--- config.mk ---
export PLATFORM = sky130hd
export DESIGN_NAME = regf_wb_arbiter
export DESIGN_NICKNAME = d
export VERILOG_FILES = /design/src/rtl/regf_wb_arbiter.sv
export SDC_FILE = /design/constraint.sdc
export NUM_CORES = 1
export LEC_CHECK = 0
export BUFFER_PORTS_ARGS = -buffer_cell sky130_fd_sc_hd__buf_2
export CORE_MARGIN = 3
export CORE_UTILIZATION = 52
export DETAILED_ROUTE_END_ITERATION = 16
export PLACE_DENSITY = 0.83
export SLEW_MARGIN = 30
export SYNTH_ARGS = -nofsm -noshare
export SYNTH_HDL_FRONTEND = slang
export SYNTH_SLANG_ARGS = --single-unit
--- constraint.sdc ---
create_clock -name clk -period 3.2 [get_ports clk]
set_clock_uncertainty 0.1 [all_clocks]
set_input_delay 0.16 -clock clk [delete_from_list [all_inputs] [get_ports clk]]
set_output_delay 0.16 -clock clk [all_outputs]
set_load 0.01 [all_outputs]
--- src/rtl/regf_wb_arbiter.sv ---
// rtl/regf_wb_arbiter.sv - round-robin regfile writeback arbiter with busy scoreboard; optional forwarding under WB_BYPASS_EN
module regf_wb_arbiter #(
  parameter int N_REQ = 2
) (
  input  logic               clk,
  input  logic               rst,
  input  logic [N_REQ-1:0]   req_valid,
  input  logic [N_REQ*5-1:0] req_rd_s,
  input  logic [N_REQ*32-1:0] req_rd_v,
  output logic [N_REQ-1:0]   req_ready,
  input  logic               issue_valid,
  input  logic [4:0]         issue_rd_s,
  output logic               regf_we,
  output logic [4:0]         regf_rd_s,
  output logic [31:0]        regf_rd_v,
  output logic [31:0]        busy
`ifdef WB_BYPASS_EN
  ,
  input  logic [4:0]         rs1_s,
  input  logic [4:0]         rs2_s,
  output logic               rs1_fwd,
  output logic [31:0]        rs1_fwd_v,
  output logic               rs2_fwd,
  output logic [31:0]        rs2_fwd_v
`endif
);

  // Pointer width covers indices 0..N_REQ-1 for N_REQ in 2..4.
  localparam int PW = (N_REQ > 2) ? 2 : 1;

  logic [PW-1:0] rr_q, rr_d;
  logic [PW-1:0] grant_idx;
  logic [PW:0]   cand;
  logic [PW:0]   rr_inc;
  logic          found;
  logic [4:0]    sel_rd;
  logic [31:0]   sel_v;

  logic          regf_we_q, regf_we_d;
  logic [4:0]    regf_rd_s_q, regf_rd_s_d;
  logic [31:0]   regf_rd_v_q, regf_rd_v_d;
  logic [31:0]   busy_q, busy_d;

  // Round-robin search from rr_q; only req_valid and the pointer feed the grant.
  always_comb begin
    found     = 1'b0;
    grant_idx = '0;
    cand      = '0;
    for (int k = 0; k < N_REQ; k++) begin
      cand = {1'b0, rr_q} + (PW+1)'(k);
      if (cand >= (PW+1)'(N_REQ)) begin
        cand = cand - (PW+1)'(N_REQ);
      end
      if (!found && req_valid[cand[PW-1:0]]) begin
        found     = 1'b1;
        grant_idx = cand[PW-1:0];
      end
    end
    req_ready = found ? (N_REQ'(1) << grant_idx) : '0;
  end

  // Winner's payload and the pointer/regfile/scoreboard next state.
  always_comb begin
    sel_rd      = req_rd_s[grant_idx*5 +: 5];
    sel_v       = req_rd_v[grant_idx*32 +: 32];
    rr_inc      = {1'b0, grant_idx} + (PW+1)'(1);
    rr_d        = rr_q;
    regf_we_d   = 1'b0;
    regf_rd_s_d = regf_rd_s_q;
    regf_rd_v_d = regf_rd_v_q;
    busy_d      = busy_q;
    if (found) begin
      rr_d        = (rr_inc == (PW+1)'(N_REQ)) ? '0 : rr_inc[PW-1:0];
      regf_we_d   = (sel_rd != 5'd0);
      regf_rd_s_d = sel_rd;
      regf_rd_v_d = sel_v;
      if (sel_rd != 5'd0) begin
        busy_d[sel_rd] = 1'b0;
      end
    end
    // A set after the clear lets a newly issued producer win over the retiring one.
    if (issue_valid && issue_rd_s != 5'd0) begin
      busy_d[issue_rd_s] = 1'b1;
    end
    busy_d[0] = 1'b0;
  end

  // Pointer, registered write port and scoreboard state.
  always_ff @(posedge clk) begin
    if (rst) begin
      rr_q        <= '0;
      regf_we_q   <= 1'b0;
      regf_rd_s_q <= 5'd0;
      regf_rd_v_q <= 32'd0;
      busy_q      <= 32'd0;
    end else begin
      rr_q        <= rr_d;
      regf_we_q   <= regf_we_d;
      regf_rd_s_q <= regf_rd_s_d;
      regf_rd_v_q <= regf_rd_v_d;
      busy_q      <= busy_d;
    end
  end

  assign regf_we   = regf_we_q;
  assign regf_rd_s = regf_rd_s_q;
  assign regf_rd_v = regf_rd_v_q;
  assign busy      = busy_q;

`ifdef WB_BYPASS_EN
  logic        rs1_fwd_q, rs2_fwd_q;
  logic [31:0] rs1_fwd_v_q, rs2_fwd_v_q;
  logic        rs1_hit, rs2_hit;

  // A read that sampled the regfile while this write was committing saw stale data.
  always_comb begin
    rs1_hit = regf_we_q && (regf_rd_s_q == rs1_s) && (rs1_s != 5'd0);
    rs2_hit = regf_we_q && (regf_rd_s_q == rs2_s) && (rs2_s != 5'd0);
  end

  // Register the forward flag and capture the committing value on a hit.
  always_ff @(posedge clk) begin
    if (rst) begin
      rs1_fwd_q   <= 1'b0;
      rs2_fwd_q   <= 1'b0;
      rs1_fwd_v_q <= 32'd0;
      rs2_fwd_v_q <= 32'd0;
    end else begin
      rs1_fwd_q <= rs1_hit;
      rs2_fwd_q <= rs2_hit;
      if (rs1_hit) rs1_fwd_v_q <= regf_rd_v_q;
      if (rs2_hit) rs2_fwd_v_q <= regf_rd_v_q;
    end
  end

  assign rs1_fwd   = rs1_fwd_q;
  assign rs2_fwd   = rs2_fwd_q;
  assign rs1_fwd_v = rs1_fwd_v_q;
  assign rs2_fwd_v = rs2_fwd_v_q;
`endif

endmodule

# Yosys cells after proc, flatten, opt, wreduce, memory -nomap -nowiden
# Index checks and enable logic that the tools add are counted.
# word_totals
ff_bits	71
inputBits	84
output_inout_bits	72
# classes
n_addsub	4
n_mul	1
magnitude_cmp	8
n_eq_ne	1
shift	3
muxes	19
bitwise_logic	4
reduce_logical	8
# op_table
op	n
2-to-1 mux 32 bit	3
variable part select 64 x 7 -> 32 bit	1
bitwise AND 32 bit	1
NOT 32 bit	1
OR 32 bit	1
2-to-1 mux 1 bit	13
< comparator 5 x 6 -> 1 bit (second input constant)	2
demux 1 bit (select 5 bit)	2
greater-or-equal comparator 5 x 1 -> 1 bit (second input constant)	2
nonzero test 5 bit	2
variable part select 10 x 5 -> 5 bit	1
adder 1 x 1 -> 2 bit (second input constant)	2
logical AND 1 bit	4
< comparator 1 x 2 -> 1 bit (second input constant)	2
multiplier 1 x 3 -> 4 bit (second input constant)	1
equality test 2 bit (second input constant)	1
greater-or-equal comparator 1 x 2 -> 1 bit (second input constant)	1
greater-or-equal comparator 2 bit (second input constant)	1
2-to-1 mux 2 bit	1
OR reduction 2 bit	1
left shift 1 x 1 -> 2 bit (first input constant)	1
subtractor 1 bit (second input constant)	2
logical NOT 1 bit	1
NOT 1 bit	1

# Logic depth before layout (Yosys ltp)
# logic_depth
ltp_word	20
depth_mapped	7
mapped_depth_nobuf	5

# Worst setup path after synthesis
# Ideal clock, no wire load.
# synth_path
path_type	reg2reg
startpoint	reg rr_q
endpoint	reg busy_q[30] (netlist: busy[30])
arrival_ns	1.435
setup_slack_ns	1.536
stages_incl_launch_ff	8
path_buffers	3
period_less_slack_ns	1.664
cell_sequence	dfxtp_1 > buf_2 > a21bo_1 > buf_2 > or3_1 > buf_2 > a22oi_1 > o32ai_1
# synth_via
elab_chain_cells	20
elab_cells_between_ends	31
cone_classes	3 x add/sub; 1 x mul; 4 x order compare; 1 x shift; 15 x mux; 3 x bitwise; 4 x reduce/logical
# synth_rtl
item	line_no	text
start: declaration	31	logic [PW-1:0] rr_q, rr_d;
start signal: assignment	97	rr_q <= rr_d;
greater-or-equal comparator 1 x 2 -> 1 bit or subtractor 1 bit (tied branches)	51, 52	
2-to-1 mux 1 bit	51	if (cand >= (PW+1)'(N_REQ)) begin
2-to-1 mux 1 bit (implied by the code) (2 in a row)	54	if (!found && req_valid[cand[PW-1:0]]) begin
2-to-1 mux 1 bit	54	
logical NOT 1 bit	54	
logical AND 1 bit	54	
2-to-1 mux 1 bit	54	
multiplier 1 x 3 -> 4 bit	64	sel_rd = req_rd_s[grant_idx*5 +: 5];
(+3 left out)	-	
2-to-1 mux 1 bit (implied by the code)	78	busy_d[sel_rd] = 1'b0;
demux 1 bit (select 5 bit)	78	
NOT 32 bit (no line)	-	
bitwise AND 32 bit (no line)	-	
2-to-1 mux 32 bit	77	if (sel_rd != 5'd0) begin
2-to-1 mux 32 bit *	72	if (found) begin
OR 32 bit (no line)	-	
2-to-1 mux 32 bit *	82	if (issue_valid && issue_rd_s != 5'd0) begin
end signal: assignment	101	busy_q <= busy_d;
end: declaration	42	logic [31:0] busy_q, busy_d;
# Mark *: on every way between the ends. The rest lies on a longest branch, timed or not. The select of a mux whose other input is x is not followed.
# A chain may end at the register's enable or synchronous reset.

# Worst setup path after layout
# layout_path
startpoint	reg rr_q
endpoint	reg busy_q[8] (netlist: busy[8])
# The elaborated chain is that of the path after synthesis.

==> results.txt <==
* # hold bufs at CTS: 15
- The worst hold path passes through 2 cells.
- Vias in the first global route: 4019
* Clock latency on the worst-skew pair: 330 ps
- Slew @ Worst Pin: 870 ps
* Library cell with the highest instance count after synthesis: sky130_fd_sc_hd__dfxtp_1
* Clock root cell: sky130_fd_sc_hd__clkbuf_8
- Derived from the worst setup path, the maximum achievable clock frequency is 498 MHz.
- Maximum number of pins on one net before global-route repair: 91
- RD Place Congestion: 0.892
- Dividing the detail-routed wire length by the instance count gives 16.6 um.
- Asr flop ratio synth: 0
* Hold Worst Slack: 6.72 ps
* Cts bufs inserted: 9
- Synth-to-layout area growth: 29.2%
- After synthesis, the largest family of logic cells by area is compound AO/OA/AOI/OAI gates.
* Post-synth EDFFs: 0
- The worst register-to-register path has a setup slack of 1190 ps.
- The endpoint identified for the worst register-to-register timing path is busy[8].
- Core Footprint: 0.00691 mm2
* HPWL after DPL: 8330 um
* Number of input and output port buffers inserted: 154
* Endpoint arrival time on the critical path: 2150 ps
* Synthesized netlist cell count: 473
- CP Data Required Time: 3340 ps
* Part of the Yosys area used for sequential elements: 0.372
- Endpoint with the worst hold slack: regf_rd_v[4]
- Of the total synthesized cell area, the portion taken by full adders, half adders and majority gates is 0.
* Number of ports placed on the die boundary: 156
* Most numerous cell types in the synthesized netlist: sky130_fd_sc_hd__dfxtp_1, sky130_fd_sc_hd__inv_1, sky130_fd_sc_hd__nor2_1, sky130_fd_sc_hd__a21oi_1
- Slew margin rel.: 0.420
- Final Critical Period: 2010 ps
- sky130_fd_sc_hd__dfxtp_1 takes more of the synthesized area than any other cell.
- The total count of hold-check failures in the final report was 0.
- Post-synthesis compound-gate area fraction: 0.360
- In this run the worst path has a maximum fanout of 11.
- Counting along the longest clock path gives a buffer depth of 2.
- Share of cell area taken by muxes after synthesis: 0
- The worst setup path is launched from a flop.
* Starting density of the core: 0.545
- Yosys reg bits: 70
- In this run the horizontal extent of the chip is 91.1 um.
- Leading post-synthesis cells by cell area: sky130_fd_sc_hd__dfxtp_1, sky130_fd_sc_hd__o221a_2, sky130_fd_sc_hd__a22oi_1
* CTS clock-pin slew for the worst setup and hold paths: 70 ps
- Number of antenna violations at the first check in global routing: 0
* Final antenna diode count: 0
* Outcome: completed
* TritonRoute pass-1 iters: 5
- Across the VDD grid, the largest voltage drop is 0.213 mV.
- Final Slew Violations: 0
- Number of setup violations in the final report: 0
* Die boundary height: 91.1 um
* # resized after CTS: 0
* Mean area per synthesized cell: 7.96 um2
- Once detail routing completed, the nets flagged for antenna violations numbered 0.
- In the finished design, the share of the clock period the worst path needs comes to 0.628.
* Vias per cell: 5.95
- Total detailed-routing wirelength: 11900 um
- Unrepaired setup endpoints after global routing: false
- In this run the post-CTS setup repair buffer count came out at 0.
- Of the total synthesized cell area, the portion taken by AND, OR, NAND and NOR gates is 0.159.
- Violation count after the first detailed-route iteration: 318
* Overall via count from detail_route: 4268
* Syn nets: 557
- Global routing finished with a remaining overflow of 0.
- Number of H-tree levels: 3
* Final core area utilization: 0.705
- Dominant register cell in the synthesized netlist: sky130_fd_sc_hd__dfxtp_1
- Detailed-route DRC error count: 0
* Crit path kind: reg2reg
- Min-Delay Startpoint: req_rd_v[4]
- Of the total synthesized cell area, the portion taken by XOR and XNOR cells is 0.
- The first global-routing pass estimated 19300 um of wire.
* Post-route setup TNS: 0 ps
- Of the post-synthesis cell area, the dominant cell type holds 0.372.
* Register-to-Register Path Depth: 4
- Ys Warns: 0
- The synthesized netlist occupies a cell area of 0.00377 mm2.
- The tool flagged a number of max-cap violations equal to 0.
* Power Total: 2.01 mW
* Critical R2R Launch: rr_q
- The die covers 0.00830 mm2.
* Clock tree from TritonCTS: done
- For this design the static power due to leakage is 2.24 nW.
* Nets: 702
- The number of different library cells used by synthesis comes to 42.
* Total routing usage reported by global routing: 0.283
- The worst hold path belongs to the class in2reg.
* Number of cell rows: 30
* Capturing element type of the critical path: flop
- In the final layout, the share of cells above drive strength 1 is 0.335.
- In this run the power density over the cells is 413 mW/mm2.
* CTS Sinks: 70
power by group:
| part | internal (mW) | total [mW] | switching [mW] |
|---|---|---|---|
| sequential | 0.919 | 0.946 | 0.0271 |
| clock | 0.336 | 0.643 | 0.307 |
| combinational | 0.180 | 0.419 | 0.239 |
| total | 1.43 | 2.01 | 0.573 |
worst max path at each step:
stage	startpoint	endpoint	cells after the start
final	rr_q	busy[8]	4
after global routing	rr_q	busy[8]	4
after CTS	rr_q	busy[8]	4
after detailed placement	req_valid[0]	busy[1]	6
after global placement	rr_q	busy[16]	4
after floorplan	rr_q	busy[30]	7
metal layers:
metal	wire (um)	up-vias	part of all wire	GRT usage
li1	-	2028	-	-
met1	4570	1964	0.38	0.334
met2	5790	242	0.49	0.468
met3	1240	34	0.10	0.0953
met4	318	0	0.027	0.116
met5	0	-	0	0
cells in the final DEF (no fill, tap or decap), types with 2 or more instances in the layout:
master                          instances
sky130_fd_sc_hd__a211o_1                3
sky130_fd_sc_hd__a21oi_1               34
sky130_fd_sc_hd__a22oi_1               31
sky130_fd_sc_hd__a311oi_1               4
sky130_fd_sc_hd__a31oi_1               33
sky130_fd_sc_hd__and2_1                 2
sky130_fd_sc_hd__buf_2                153
sky130_fd_sc_hd__buf_4                  6
sky130_fd_sc_hd__clkbuf_8              12
sky130_fd_sc_hd__dfxtp_1               70
sky130_fd_sc_hd__dlygate4sd3_1         19
sky130_fd_sc_hd__inv_1                 55
sky130_fd_sc_hd__nand2_1               30
sky130_fd_sc_hd__nand2b_1              14
sky130_fd_sc_hd__nand3_1                2
sky130_fd_sc_hd__nand3b_1               3
sky130_fd_sc_hd__nand4_1                6
sky130_fd_sc_hd__nand4b_1               3
sky130_fd_sc_hd__nor2_1                46
sky130_fd_sc_hd__nor2b_1                4
sky130_fd_sc_hd__nor3_1                 2
sky130_fd_sc_hd__nor3b_1                2
sky130_fd_sc_hd__o211ai_1               3
sky130_fd_sc_hd__o21ai_0                6
sky130_fd_sc_hd__o21ai_1                7
sky130_fd_sc_hd__o221a_2               33
sky130_fd_sc_hd__o32ai_1               19
sky130_fd_sc_hd__or3_1                  2
sky130_fd_sc_hd__or4_1                  3
cells by family after synthesis:
family	count (synthesis)
AOI/OAI and AO/OA	179
buffers and inverters	100
DFF	70
other	1
and+or+nand+nor	123
stage by stage:
stage	cells	worst slack (ps)	cell area, um2
final	717	1190	4870
after global routing	717	1030	4870
after detailed placement	684	1190	4500
after global placement	684	1260	4500
after floorplan	473	1540	3770
after CTS	713	1210	4830
registers in the layout, summed over array words and instances, names as in the netlist:
name       flops
regf_rd_v     32
regf_we        1
rr_q           1
busy          31
regf_rd_s      5
final cells by class:
| class | instances | area [um2] |
|---|---|---|
| Clock buffer | 13 | 169 |
| Clock inverter | 1 | 5.00 |
| Fill cell | 587 | 2040 |
| Inverter | 56 | 210 |
| Multi-Input combinational cell | 303 | 1960 |
| Sequential cell | 70 | 1400 |
| Tap cell | 96 | 120 |
| Timing Repair Buffer | 178 | 1000 |
critical path, stage by stage, from the launching register on:
cell,delay [ps]
sky130_fd_sc_hd__dfxtp_1,330
sky130_fd_sc_hd__nor2b_1,600
sky130_fd_sc_hd__or4_1,470
sky130_fd_sc_hd__a22oi_1,160
sky130_fd_sc_hd__o32ai_1,260
(Power assumes the default switching activity.)
